## config.mk

```make
export PLATFORM = sky130hd
export DESIGN_NAME = fp_addsub_seq
export DESIGN_NICKNAME = d
export VERILOG_FILES = /design/src/rtl/fp_addsub_seq.sv
export SDC_FILE = /design/constraint.sdc
export NUM_CORES = 1
export LEC_CHECK = 0
export BUFFER_PORTS_ARGS = -buffer_cell sky130_fd_sc_hd__buf_2
export CAP_MARGIN = 30
export CORE_MARGIN = 2
export CORE_UTILIZATION = 40
export CTS_CLUSTER_DIAMETER = 60
export DETAILED_ROUTE_END_ITERATION = 10
export SLEW_MARGIN = 5
export SYNTH_ARGS = -nofsm -noshare
export SYNTH_HDL_FRONTEND = slang
export SYNTH_SLANG_ARGS = --single-unit
```

## constraint.sdc

```tcl
create_clock -name clock -period 7.85 [get_ports clock]
set_input_delay 0.3925 -clock clock [delete_from_list [all_inputs] [get_ports clock]]
set_output_delay 0.3925 -clock clock [all_outputs]
set_load 0.03 [all_outputs]
```

## src/rtl/fp_addsub_seq.sv

```systemverilog
// fp_addsub_seq: multi-cycle floating-point adder/subtractor with valid/ready
// handshakes. Flush-to-zero inputs, round-to-nearest-even, IEEE-style flags.
// Pipeline of work per state: ALIGN -> ADD -> NORM -> ROUND -> DONE.
module fp_addsub_seq #(
  parameter int EXP_W  = 8,
  parameter int FRAC_W = 23
) (
  input  logic                    clock,
  input  logic                    reset_n,
  input  logic                    in_valid,
  output logic                    in_ready,
  input  logic                    op,
  input  logic [EXP_W+FRAC_W:0]   operando_a,
  input  logic [EXP_W+FRAC_W:0]   operando_b,
  output logic                    out_valid,
  input  logic                    out_ready,
  output logic [EXP_W+FRAC_W:0]   resultado,
  output logic [3:0]              flags
);

  localparam int W   = 1 + EXP_W + FRAC_W;
  localparam int SIG = FRAC_W + 4;
  localparam logic [31:0] SAT = 32'(FRAC_W + 3);

  typedef logic [W-1:0]     word_t;
  typedef logic [EXP_W-1:0] efield_t;
  typedef logic [EXP_W:0]   exp_t;
  typedef logic [SIG-1:0]   sig_t;

  localparam efield_t E_ONES = '1;
  localparam word_t   QNAN   = {1'b0, E_ONES, 1'b1, {(FRAC_W-1){1'b0}}};

  typedef enum logic [2:0] {IDLE, ALIGN, ADD, NORM, ROUND, DONE} state_t;

  state_t state, state_next;

  word_t  a_r, b_r;
  logic   sign_r;
  exp_t   exp_r;
  sig_t   big_r, small_r;
  logic   eff_sub_r;
  logic [SIG:0] sum_r;
  sig_t   norm_r;
  logic   special_r;
  word_t  spec_res_r;
  logic [3:0] spec_flags_r;

  logic sa, sb;
  efield_t ea, eb;
  logic [FRAC_W-1:0] fa, fb;
  logic a_nan, b_nan, a_inf, b_inf, a_zero, b_zero;

  assign sa = a_r[W-1];
  assign sb = b_r[W-1];
  assign ea = a_r[W-2:FRAC_W];
  assign eb = b_r[W-2:FRAC_W];
  assign fa = a_r[FRAC_W-1:0];
  assign fb = b_r[FRAC_W-1:0];
  assign a_nan  = (ea == E_ONES) && (fa != '0);
  assign b_nan  = (eb == E_ONES) && (fb != '0);
  assign a_inf  = (ea == E_ONES) && (fa == '0);
  assign b_inf  = (eb == E_ONES) && (fb == '0);
  assign a_zero = (ea == '0);
  assign b_zero = (eb == '0);

  assign in_ready  = (state == IDLE);
  assign out_valid = (state == DONE);

  // State register; reset aborts any operation in flight.
  always_ff @(posedge clock or negedge reset_n) begin
    if (!reset_n) state <= IDLE;
    else          state <= state_next;
  end

  // Next-state logic: fixed four-step walk from acceptance to DONE.
  always_comb begin
    state_next = state;
    case (state)
      IDLE:    if (in_valid) state_next = ALIGN;
      ALIGN:   state_next = ADD;
      ADD:     state_next = NORM;
      NORM:    state_next = ROUND;
      ROUND:   state_next = DONE;
      DONE:    if (out_ready) state_next = IDLE;
      default: state_next = IDLE;
    endcase
  end

  logic        al_special, al_sign, al_eff_sub;
  word_t       al_res;
  logic [3:0]  al_flags;
  exp_t        al_exp;
  sig_t        al_big, al_small;
  efield_t     big_e, sm_e;
  logic [FRAC_W-1:0] big_f, sm_f;
  logic        big_s, sm_s;
  logic [31:0] diff, shamt;
  logic [2*SIG-1:0] wide;

  // Operand ordering, alignment shift with sticky, and special-value resolution.
  always_comb begin
    al_special = 1'b1;
    al_res     = '0;
    al_flags   = '0;
    if ({ea, fa} >= {eb, fb}) begin
      big_e = ea; big_f = fa; big_s = sa;
      sm_e  = eb; sm_f  = fb; sm_s  = sb;
    end else begin
      big_e = eb; big_f = fb; big_s = sb;
      sm_e  = ea; sm_f  = fa; sm_s  = sa;
    end
    diff  = 32'(big_e) - 32'(sm_e);
    shamt = (diff > SAT) ? SAT : diff;
    wide  = {1'b1, sm_f, 3'b000, {SIG{1'b0}}} >> shamt;
    al_small   = {wide[2*SIG-1:SIG+1], wide[SIG] | (|wide[SIG-1:0])};
    al_big     = {1'b1, big_f, 3'b000};
    al_exp     = {1'b0, big_e};
    al_sign    = big_s;
    al_eff_sub = big_s ^ sm_s;
    if (a_nan || b_nan) begin
      al_res   = QNAN;
      al_flags = {(a_nan && !fa[FRAC_W-1]) || (b_nan && !fb[FRAC_W-1]), 3'b000};
    end else if (a_inf && b_inf && (sa != sb)) begin
      al_res   = QNAN;
      al_flags = 4'b1000;
    end else if (a_inf) begin
      al_res = a_r;
    end else if (b_inf) begin
      al_res = b_r;
    end else if (a_zero && b_zero) begin
      al_res = {sa & sb, {(W-1){1'b0}}};
    end else if (b_zero) begin
      al_res = a_r;
    end else if (a_zero) begin
      al_res = b_r;
    end else begin
      al_special = 1'b0;
    end
  end

  logic [SIG:0] add_sum;

  // Magnitude add or subtract; the larger operand is always the minuend.
  always_comb begin
    if (eff_sub_r) add_sum = {1'b0, big_r} - {1'b0, small_r};
    else           add_sum = {1'b0, big_r} + {1'b0, small_r};
  end

  logic [31:0] lz, lim;
  sig_t        nm_sig;
  exp_t        nm_exp;
  logic        nm_zero, nm_uflow;

  // Normalisation: carry shifts right, otherwise leading-zero left shift bounded at exp=1.
  always_comb begin
    nm_sig   = '0;
    nm_exp   = exp_r;
    nm_zero  = 1'b0;
    nm_uflow = 1'b0;
    lz       = 32'(SIG);
    for (int i = 0; i < SIG; i++) begin
      if (sum_r[i]) lz = 32'(SIG - 1 - i);
    end
    lim = 32'(exp_r) - 32'd1;
    if (sum_r[SIG]) begin
      nm_sig = {sum_r[SIG:2], sum_r[1] | sum_r[0]};
      nm_exp = exp_r + exp_t'(1);
    end else if (sum_r == '0) begin
      nm_zero = 1'b1;
    end else if (lz > lim) begin
      nm_uflow = 1'b1;
    end else begin
      nm_sig = sum_r[SIG-1:0] << lz;
      nm_exp = exp_r - exp_t'(lz);
    end
  end

  logic              rd_g, rd_r, rd_s, rd_inc;
  logic [FRAC_W+1:0] mant;
  exp_t              rexp;
  logic [FRAC_W-1:0] rfrac;
  word_t             rd_res;
  logic [3:0]        rd_flags;

  // Round-to-nearest-even, mantissa carry-out, and overflow to infinity.
  always_comb begin
    rd_g   = norm_r[2];
    rd_r   = norm_r[1];
    rd_s   = norm_r[0];
    rd_inc = rd_g & (rd_r | rd_s | norm_r[3]);
    mant   = {1'b0, norm_r[SIG-1:3]} + (FRAC_W+2)'(rd_inc);
    rexp   = exp_r;
    rfrac  = mant[FRAC_W-1:0];
    if (mant[FRAC_W+1]) begin
      rexp  = exp_r + exp_t'(1);
      rfrac = '0;
    end
    if (special_r) begin
      rd_res   = spec_res_r;
      rd_flags = spec_flags_r;
    end else if (rexp >= {1'b0, E_ONES}) begin
      rd_res   = {sign_r, E_ONES, {FRAC_W{1'b0}}};
      rd_flags = 4'b0101;
    end else begin
      rd_res   = {sign_r, rexp[EXP_W-1:0], rfrac};
      rd_flags = {3'b000, rd_g | rd_r | rd_s};
    end
  end

  // Datapath registers, each stage loaded in the state that owns it.
  always_ff @(posedge clock or negedge reset_n) begin
    if (!reset_n) begin
      a_r          <= '0;
      b_r          <= '0;
      sign_r       <= 1'b0;
      exp_r        <= '0;
      big_r        <= '0;
      small_r      <= '0;
      eff_sub_r    <= 1'b0;
      sum_r        <= '0;
      norm_r       <= '0;
      special_r    <= 1'b0;
      spec_res_r   <= '0;
      spec_flags_r <= '0;
      resultado    <= '0;
      flags        <= '0;
    end else begin
      case (state)
        IDLE: begin
          if (in_valid) begin
            a_r <= operando_a;
            b_r <= {operando_b[W-1] ^ op, operando_b[W-2:0]};
          end
        end
        ALIGN: begin
          special_r    <= al_special;
          spec_res_r   <= al_res;
          spec_flags_r <= al_flags;
          sign_r       <= al_sign;
          exp_r        <= al_exp;
          big_r        <= al_big;
          small_r      <= al_small;
          eff_sub_r    <= al_eff_sub;
        end
        ADD: sum_r <= add_sum;
        NORM: begin
          norm_r <= nm_sig;
          exp_r  <= nm_exp;
          if (!special_r && nm_zero) begin
            special_r    <= 1'b1;
            spec_res_r   <= '0;
            spec_flags_r <= 4'b0000;
          end else if (!special_r && nm_uflow) begin
            special_r    <= 1'b1;
            spec_res_r   <= {sign_r, {(W-1){1'b0}}};
            spec_flags_r <= 4'b0010;
          end
        end
        ROUND: begin
          resultado <= rd_res;
          flags     <= rd_flags;
        end
        default: ;
      endcase
    end
  end

endmodule
```

==> results of run 1 <==
## metrics by stage
stage | setup slack, ns | area (sq um) | cells | hold WS, ns | util
CTS | 1.42 | 20900 | 2969 | 0.00341 | 0.451
global route | 0.938 | 20900 | 2971 | 0.0331 | 0.452
detailed placement | 1.46 | 19700 | 2902 | 0.468 | 0.425
global placement | 1.58 | 19700 | 2902 | 0.451 | 0.425
floorplan | 1.73 | 18600 | 2306 | 0.0969 | -
finish | 1.29 | 20900 | 2971 | 0.0298 | 0.452
## layout by cell type (no fill, tap or decap), types with 52 or more instances in the layout
master	Yosys	layout
inv_1	111	111
a21oi_1	175	175
a221oi_1	52	52
o21ai_0	218	218
dfrtp_1	255	255
ha_1	95	95
buf_2	7	105
nor2_1	212	209
mux2i_1	92	92
nand2_1	307	305
## how the worst max path moves through the flow
stage                       to  startpoint  cells past startpoint
finish              small_r[0]     b_r[23]                     21
floorplan           small_r[0]     b_r[23]                     27
detailed placement  small_r[0]     b_r[23]                     21
global placement    small_r[0]     b_r[23]                     21
global route        small_r[0]     b_r[23]                     21
CTS                 small_r[0]     b_r[23]                     21
## final cells by class
| class | instances | area (sq um) |
|---|---|---|
| flip-flops and latches | 255 | 6380 |
| clock inverters | 17 | 176 |
| fillers | 4676 | 25400 |
| repair buffers | 142 | 853 |
| well taps | 607 | 759 |
| multi-input cells | 1785 | 11300 |
| clock buffers | 49 | 1020 |
| inverters | 116 | 435 |
## kinds of logic (layout without fill, tap and decap cells)
logic type,count (synthesis),in the layout,synth area share
and+or+nand+nor,767,767,0.184
AOI/OAI and AO/OA,716,716,0.243
buffers and inverters,266,324,0.0557
DFF,255,255,0.342
muxes,139,139,0.0780
adders and majority gates,97,97,0.0659
xor gates and xnor gates,66,66,0.0310
## flip-flops by register name, indices dropped and copies added, names as in the netlist
| name | cells |
|---|---|
| flags | 4 |
| small_r | 27 |
| norm_r | 27 |
| eff_sub_r | 1 |
| spec_res_r | 32 |
| special_r | 1 |
| b_r | 32 |
| sum_r | 28 |
| a_r | 32 |
| spec_flags_r | 2 |
| big_r | 24 |
| resultado | 32 |
| state | 3 |
| sign_r | 1 |
| exp_r | 9 |
## timing repair
| item | 4_1_cts | 5_1_grt |
|---|---|---|
| hold endpoints to repair | 100 | 0 |
| hold buffers | 1 | 0 |
| setup buffers | 0 | 0 |
## worst max-delay path: cells and delay by family (launching register included)
kind / cells / cell delay [ns]
buffers and inverters: 4 / 1.18
AOI/OAI and AO/OA: 7 / 1.74
and+or+nand+nor: 7 / 2.13
DFF: 1 / 0.43
adders and majority gates: 2 / 0.60
muxes: 1 / 0.30
## metal layers
| metal | track usage | up-vias |
|---|---|---|
| li1 | - | 8376 |
| met1 | 0.397 | 8753 |
| met2 | 0.422 | 707 |
| met3 | 0.0316 | 123 |
| met4 | 0.122 | 0 |
| met5 | 0 | - |
==> out/summary.txt, run 1 <==
Slew @ Worst Pin: 1.02 ns
Clock Sinks: 255
Post-synth top area share: 0.342
Layout cell share with drive strength beyond 1: 0.120
First-pass GRT wire length: 103,000 um
Fmax: 152 MHz
R2R Path Start: b_r[23]
TritonCTS buffer count: 36
CTS Root Cell: clkbuf_16
ANT cells: 0
Initial Util: 0.403
Routed length on met2: 29,200 um
Post-synth EDFFs: 0
Most frequent cell after synthesis: nand2_1
HP Class: primary input to flop
DR iter-0 viols: 1,736
Unrepaired setup endpoints after global routing: false
Routed Antenna Nets: 0
Critical path's largest stage delay: 0.49 ns
Synth area leader: dfrtp_1
Die Wd: 220 um
Final Cycle Share: 0.836
Core area: 46,300 sq um
CTS tree: done
Synth Cell Area: 18,600 sq um
Cell row count: 79
Clock Latency Late Sink: 0.56 ns
Total gr overflow: 0
Syn. warnings: 0
Synthesized instance count: 2,306
Largest net degree at the start of global routing: 156
Top cells by count, synth: nand2_1, dfrtp_1, o21ai_0
Clk slew on worst S/H paths: 0.06 ns
Leading post-synthesis cells by cell area: dfrtp_1, ha_1, nand2_1
All-Layer GR Usage: 0.278
Final GP Congestion: 0.935
I/O Buffers: 106
I/O pins: 107
Hold Fails Final Rpt: 0
Crit start category: flop
Slew headroom: 0.318
Max Used Layer: met4
Vias/cell: 6.04
Initial antenna violation count: 0
Setup Crit Path Kind: flop to flop
Die area: 48,400 sq um
Nets@finish: 2,502
Hold Path Origin: out_ready
Synth cell types: 85
RR Endpoint: small_r[0]
CP Cell Sequence: inv_1 -> ha_1 -> buf_4 -> nand4_1 -> nor4_1 -> o21ai_2 -> a211oi_2 -> a31oi_1 -> ha_1 -> inv_1 -> nor2_1 -> o2111a_1 -> nor2_1 -> o21ai_1 -> nor2_2 -> buf_4 -> mux2i_1 -> nand4_1 -> or4_1 -> o31ai_1 -> a32oi_1
Setup violators final: 0
Top_reg_cell synth: dfrtp_1
Max clock buf depth: 3
Slew Limit Fails: 0
HPWL Detailed: 50,300 um
Share of synthesized flip-flops with an asynchronous set or reset: 1.00
Reg2reg setup slack: 1.29 ns
Reg2Reg Depth: 21
Metal3 WL: 4090 um
Hold path cells: 2
Outcome: finished, final reports clean
CP Data Arrival Time: 6.95 ns
Sequential fraction of the synthesis area: 0.342
Clk_skew: 0.0210 ns
Final worst path period need: 6.56 ns
WL final: 67,000 um
Critical path fanouts, max: 36
Drc violations: 0
CP endpoint kind: flop
Metal-1 WL: 30,600 um
Slowest CP cell: nor2_2
Mapped Nets: 2,472
Post_cts resized: 0
Chip height: 220 um
Synth Area per Inst: 8.09 sq um
MaxCap Viol Count: 0
Critical Path RT: 8.24 ns
Wire per inst: 22.5 um
Yosys reg bits: 255
CTS H-tree lvls: 2
Via count: 18,000
Hold Crit Endpoint: state[0]
Vias in the first global route: 17,000
Setup TNS: 0 ns
TritonRoute pass-1 iters: 6
Layout Area Growth over Synthesis: 12.1%
Power of run 1 is not shown: default switching activity piles up to over one toggle a cycle in this logic, so the estimate is an artifact.
==> run 2, diff against run 1 <==
==> constraint.sdc (replaced) <==
create_clock -name clock -period 5.4 [get_ports clock]
set_input_delay 0.27 -clock clock [delete_from_list [all_inputs] [get_ports clock]]
set_output_delay 0.27 -clock clock [all_outputs]
set_load 0.03 [all_outputs]
==> run 2 against run 1 <==
Critical path type unchanged. Die area stayed put. Wire length is 2.9% higher. Utilization is 4.7 points higher. Sequential share of layout area is 2.9 points lower. Global-route usage is 0.68 points higher.
==> out/summary.txt, run 2 (same netlist as run 1, synthesis figures left out) <==
Final Non-Filler Cells: 3,186 (+7.2%)
Drc violations: 0 (unchanged)
CTS Root Cell: clkbuf_16
Final worst path period need: 5.27 ns (-1.29 ns)
DR iter-0 viols: 1,643 (-5.4%)
CP Cell Sequence: inv_1 -> ha_1 -> nand4_1 -> buf_4 -> nor2_1 -> a221oi_4 -> and3_4 -> a211oi_4 -> a31oi_1 -> ha_1 -> inv_1 -> a31oi_1 -> or3_1 -> o2111a_2 -> nor2_2 -> o21ai_4 -> buf_4 -> a2111oi_4 -> o22a_1 -> nand4_1 -> or4_4 -> o31ai_2 -> a32oi_1
Die Wd: 220 um (unchanged)
Slowest CP cell: or4_4
Max clock buf depth: 3 (unchanged)
Fillers: 4,439 (-5.1%)
Core area: 46,300 sq um (unchanged)
CTS tree: done
Outcome: finished, final reports clean
RR Endpoint: small_r[0]
I/O Buffers: 106 (unchanged)
Final Cycle Share: 0.977 (+0.141)
Via count: 18,800 (+4.5%)
Hold Crit Endpoint: b_r[13]
HPWL Detailed: 52,500 um (+4.5%)
Critical Path RT: 5.79 ns (-2.45 ns)
Slew @ Worst Pin: 0.930 ns (-0.0867 ns)
Clock Latency Late Sink: 0.56 ns (about the same)
Critical path's largest stage delay: 0.44 ns (-0.05 ns)
Total gr overflow: 0 (unchanged)
R2R Path Start: b_r[26]
MaxCap Viol Count: 0 (unchanged)
Vias/cell: 5.89 (-2.5%)
Largest net degree at the start of global routing: 105 (-33%)
Chip height: 220 um (unchanged)
Clk_skew: 0.0407 ns (+0.0197 ns)
All-Layer GR Usage: 0.285 (+0.00683)
CTS H-tree lvls: 2 (unchanged)
Hold Fails Final Rpt: 0 (unchanged)
WL final: 68,900 um (+2.9%)
Most common cell after layout, fill and taps aside: nand2_1
Fmax: 190 MHz (+24%)
Layout cell share with drive strength beyond 1: 0.188 (+0.0683)
I/O pins: 107 (unchanged)
HP Class: primary input to flop
TritonRoute pass-1 iters: 6 (unchanged)
Vias in the first global route: 18,000 (+5.8%)
Setup TNS: 0 ns (unchanged)
Setup violators final: 0 (unchanged)
Hold Path Origin: operando_b[13]
Clk slew on worst S/H paths: 0.05 ns (about the same)
Slew Limit Fails: 0 (unchanged)
CP Data Arrival Time: 5.66 ns (-1.29 ns)
Die area: 48,400 sq um (unchanged)
Setup Crit Path Kind: flop to flop
Routed Antenna Nets: 0 (unchanged)
Most frequent cells in the layout: nand2_1, dfrtp_1, o21ai_0, nor2_1, buf_4
TritonCTS buffer count: 34 (-5.6%)
Initial antenna violation count: 1 (+1)
ANT cells: 0 (unchanged)
Dpl cells: 3,040 (+4.8%)
Cell row count: 79 (unchanged)
CP endpoint kind: flop
First-pass GRT wire length: 106,000 um (+2.9%)
Reg2Reg Depth: 23 (+9.5%)
Critical path fanouts, max: 9 (-75%)
Fin util: 0.499 (+0.0472)
Reg2reg setup slack: 0.13 ns (-1.16 ns)
Hold path cells: 3 (+1)
Wire per inst: 21.6 um (-4.0%)
Initial Util: 0.403 (unchanged)
Nets@finish: 2,720 (+8.7%)
Layout Area Growth over Synthesis: 23.8%
Final GP Congestion: 1.05 (+12%)
Slew headroom: 0.380 (+0.0617)
Clock Sinks: 255 (unchanged)
Crit start category: flop
-- run 2: worst max path at each step --
stage / startpoint / end / slack, ns / cells past startpoint
2_1_floorplan: b_r[26] / small_r[0] / 0.03 / 27
3_5_place_dp: b_r[10] / small_r[0] / -0.12 / 19
4_1_cts: b_r[10] / small_r[0] / 0.03 / 22
6_report: b_r[26] / small_r[0] / 0.13 / 23
5_1_grt: b_r[27] / small_r[0] / -0.09 / 24
3_3_place_gp: b_r[8] / small_r[0] / 0.05 / 20
-- run 2: cell type report --
type                            instances  area, sq um  area share
Sequential cell                       255         6380       0.276
Multi-Input combinational cell       1786        11700       0.505
Inverter                              116          435      0.0189
Clock buffer                           46          926      0.0401
Timing Repair Buffer                  361         2670       0.116
Tap cell                              607          759      0.0329
Clock inverter                         15          258      0.0112
-- run 2: timing repair --
action	in CTS	in global routing
resized for setup	5	61
hold buffers	59	0
cloned	0	1
hold endpoints to repair	158	0
pin swaps	1	25
buffers inserted	3	20
setup endpoints to repair	1	16
-- run 2: worst max-delay path: cells and delay by family, from the launching register on --
kind | cells | cell delay [ns]
buf+inv | 4 | 0.57
compound gates | 10 | 1.84
fa+ha+maj | 2 | 0.47
flops | 1 | 0.34
simple gates | 7 | 1.89
-- run 2: through the flow --
step	area, sq um	worst slack (ns)	hold WS [ns]
after floorplan	18700	0.0292	-0.0256
after global placement	20700	0.0497	0.340
after detailed placement	20700	-0.124	0.352
after CTS	22500	0.0267	0.00177
after global routing	23100	-0.0905	0.0101
final	23100	0.127	0.0226
-- run 2: per-layer routing --
metal  global-route usage  vias up  share of wire
li1                     -     8838              -
met1                0.393     9118           0.44
met2                0.438      664           0.44
met3               0.0453      147          0.066
met4                0.126        2          0.048
met5                    0        -        0.00019
Power of run 2 is left out for the same reason.
==> run 3, diff against run 2 <==
--- a/config.mk
+++ b/config.mk
@@ -7,7 +7,7 @@
 export LEC_CHECK = 0
 export BUFFER_PORTS_ARGS = -buffer_cell sky130_fd_sc_hd__buf_2
 export CAP_MARGIN = 30
-export CORE_MARGIN = 2
+export CORE_MARGIN = 1
 export CORE_UTILIZATION = 40
 export CTS_CLUSTER_DIAMETER = 60
 export DETAILED_ROUTE_END_ITERATION = 10
==> run 3 against run 2 <==
Via count fell by 0.53%. Register-to-register slack better by 0.06 ns. Clock skew shrank 0.024 ns. Non-clock buffer count increased by 43. Hold slack improved by 0.0043 ns. Final cell count up 0.94%. Fmax is 1.2% higher. Die area decreased by 1.8%. Critical path type unchanged. Largest cell class unchanged.
==> out/summary.txt, run 3 (same netlist as run 1, synthesis figures left out) <==
Outcome: finished, final reports clean
FF/Latch Area: 6380 sq um (unchanged)
Initial antenna violation count: 0 (-1)
Chip height: 218 um (-0.91%)
Reg2Reg Depth: 22 (-4.3%)
CTS H-tree lvls: 1 (-1)
First-pass GRT wire length: 106,000 um (+0.11%)
WL final: 69,000 um (+0.11%)
CTS tree: done
Hold Path Origin: operando_a[7]
RR Endpoint: small_r[0]
Via count: 18,700 (-0.53%)
Hold Fails Final Rpt: 0 (unchanged)
MaxCap Viol Count: 0 (unchanged)
Slew @ Worst Pin: 0.979 ns (+0.0497 ns)
Total gr overflow: 0 (unchanged)
Clock Latency Late Sink: 0.60 ns (+0.04 ns)
Vias/cell: 5.81 (-1.5%)
Routed Antenna Nets: 0 (unchanged)
Fillers: 4,361 (-1.8%)
Nets@finish: 2,758 (+1.4%)
CP endpoint kind: flop
Multi-input logic area: 11,500 sq um (-1.0%)
Fmax: 192 MHz (+1.2%)
HPWL Detailed: 52,700 um (+0.39%)
Clk_skew: 0.0167 ns (-0.0239 ns)
Die area: 47,500 sq um (-1.8%)
HP Class: primary input to flop
Drc violations: 0 (unchanged)
Core area: 45,700 sq um (-1.3%)
Final worst path period need: 5.21 ns (-0.0649 ns)
Critical Path RT: 5.85 ns (+0.06 ns)
Most common cell after layout, fill and taps aside: nand2_1
TritonCTS buffer count: 30 (-12%)
Layout cell share with drive strength beyond 1: 0.196 (+0.00766)
Vias in the first global route: 17,800 (-1.0%)
Die Wd: 218 um (-0.91%)
Wire per inst: 21.5 um (-0.82%)
Final setup margin: 0.192 ns (+0.0649 ns)
Final GP Congestion: 0.948 (-9.4%)
Setup violators final: 0 (unchanged)
Clock Sinks: 255 (unchanged)
Slew headroom: 0.347 (-0.0325)
Most frequent cells in the layout: nand2_1, dfrtp_1, buf_4, o21ai_0, nor2_1
Initial Util: 0.408 (+0.00517)
Largest net degree at the start of global routing: 150 (+43%)
Setup Crit Path Kind: flop to flop
CP Data Arrival Time: 5.66 ns (about the same)
Place WS: -0.0308 ns (+0.0927 ns)
Final Cycle Share: 0.965 (-0.0120)
R2R Path Start: b_r[28]
Hold path cells: 2 (-1)
Critical path fanouts, max: 8 (-1)
Clk slew on worst S/H paths: 0.06 ns (about the same)
ANT cells: 0 (unchanged)
Layout Area Growth over Synthesis: 24.3%
CTS Root Cell: clkbuf_16
Cell row count: 78 (-1.3%)
Unrepaired setup endpoints after global routing: true
TritonRoute pass-1 iters: 8 (+2)
Reg2reg setup slack: 0.19 ns (+0.06 ns)
Hold Crit Endpoint: a_r[7]
I/O pins: 107 (unchanged)
DR iter-0 viols: 1,565 (-4.7%)
I/O Buffers: 106 (unchanged)
Max clock buf depth: 3 (unchanged)
All-Layer GR Usage: 0.289 (+0.00460)
Slew Limit Fails: 0 (unchanged)
Crit start category: flop
## run 3: repair_timing
| item | 4_1_cts | 5_1_grt |
|---|---|---|
| hold buffers | 66 | 0 |
| endpoints found under the setup margin | 1 | 12 |
| setup buffers | 3 | 15 |
| endpoints found under the hold margin | 171 | 0 |
| resized for setup | 3 | 49 |
| pin swaps | 3 | 22 |
## run 3: area by class of cell
type,count,share of cell area
Clock buffer,37,0.0348
Clock inverter,19,0.0134
Inverter,116,0.0188
Multi-Input combinational cell,1785,0.497
Sequential cell,255,0.275
Tap cell,600,0.0324
Timing Repair Buffer,404,0.128
## run 3: worst max path at each step
stage | startpoint | to | cells past startpoint
floorplan | b_r[26] | small_r[0] | 27
global placement | a_r[26] | small_r[0] | 19
detailed placement | a_r[16] | small_r[0] | 20
CTS | b_r[10] | small_r[0] | 22
global route | b_r[28] | small_r[0] | 22
finish | b_r[28] | small_r[0] | 22
## run 3: metrics by stage
step | TNS, ns | std cells | hold WS [ns] | util | area, sq um
final | 0 | 3216 | 0.0269 | 0.508 | 23200
after floorplan | 0 | 2306 | -0.0256 | - | 18700
after CTS | 0 | 3201 | 0.00800 | 0.500 | 22800
after global routing | -0.0512 | 3216 | 0.0143 | 0.508 | 23200
after global placement | 0 | 3075 | 0.371 | 0.460 | 21000
after detailed placement | -0.0308 | 3076 | 0.376 | 0.460 | 21000
## run 3: metal layers
layer	GRT usage	wire (um)	vias to the layer above
met1	0.406	31100	8985
li1	-	-	8892
met5	0	0	-
met2	0.452	30800	668
met3	0.0367	4310	125
met4	0.108	2840	0
## run 3: worst max-delay path, cell delays in order (launching register included)
cell      delay [ns]
dfrtp_1         0.35
inv_1           0.06
ha_1            0.31
nand4_1         0.24
nor4_2          0.35
buf_4           0.18
o21ai_4         0.07
buf_4           0.14
nand2_2         0.07
mux2_2          0.36
a221oi_2        0.25
mux2_4          0.36
or3_4           0.41
buf_4           0.18
a21boi_1        0.12
buf_4           0.22
a211oi_1        0.10
o22ai_1         0.24
mux2_2          0.23
nand4_1         0.08
or4_4           0.45
o31ai_2         0.19
a32oi_1         0.12
Power of run 3 is left out for the same reason.
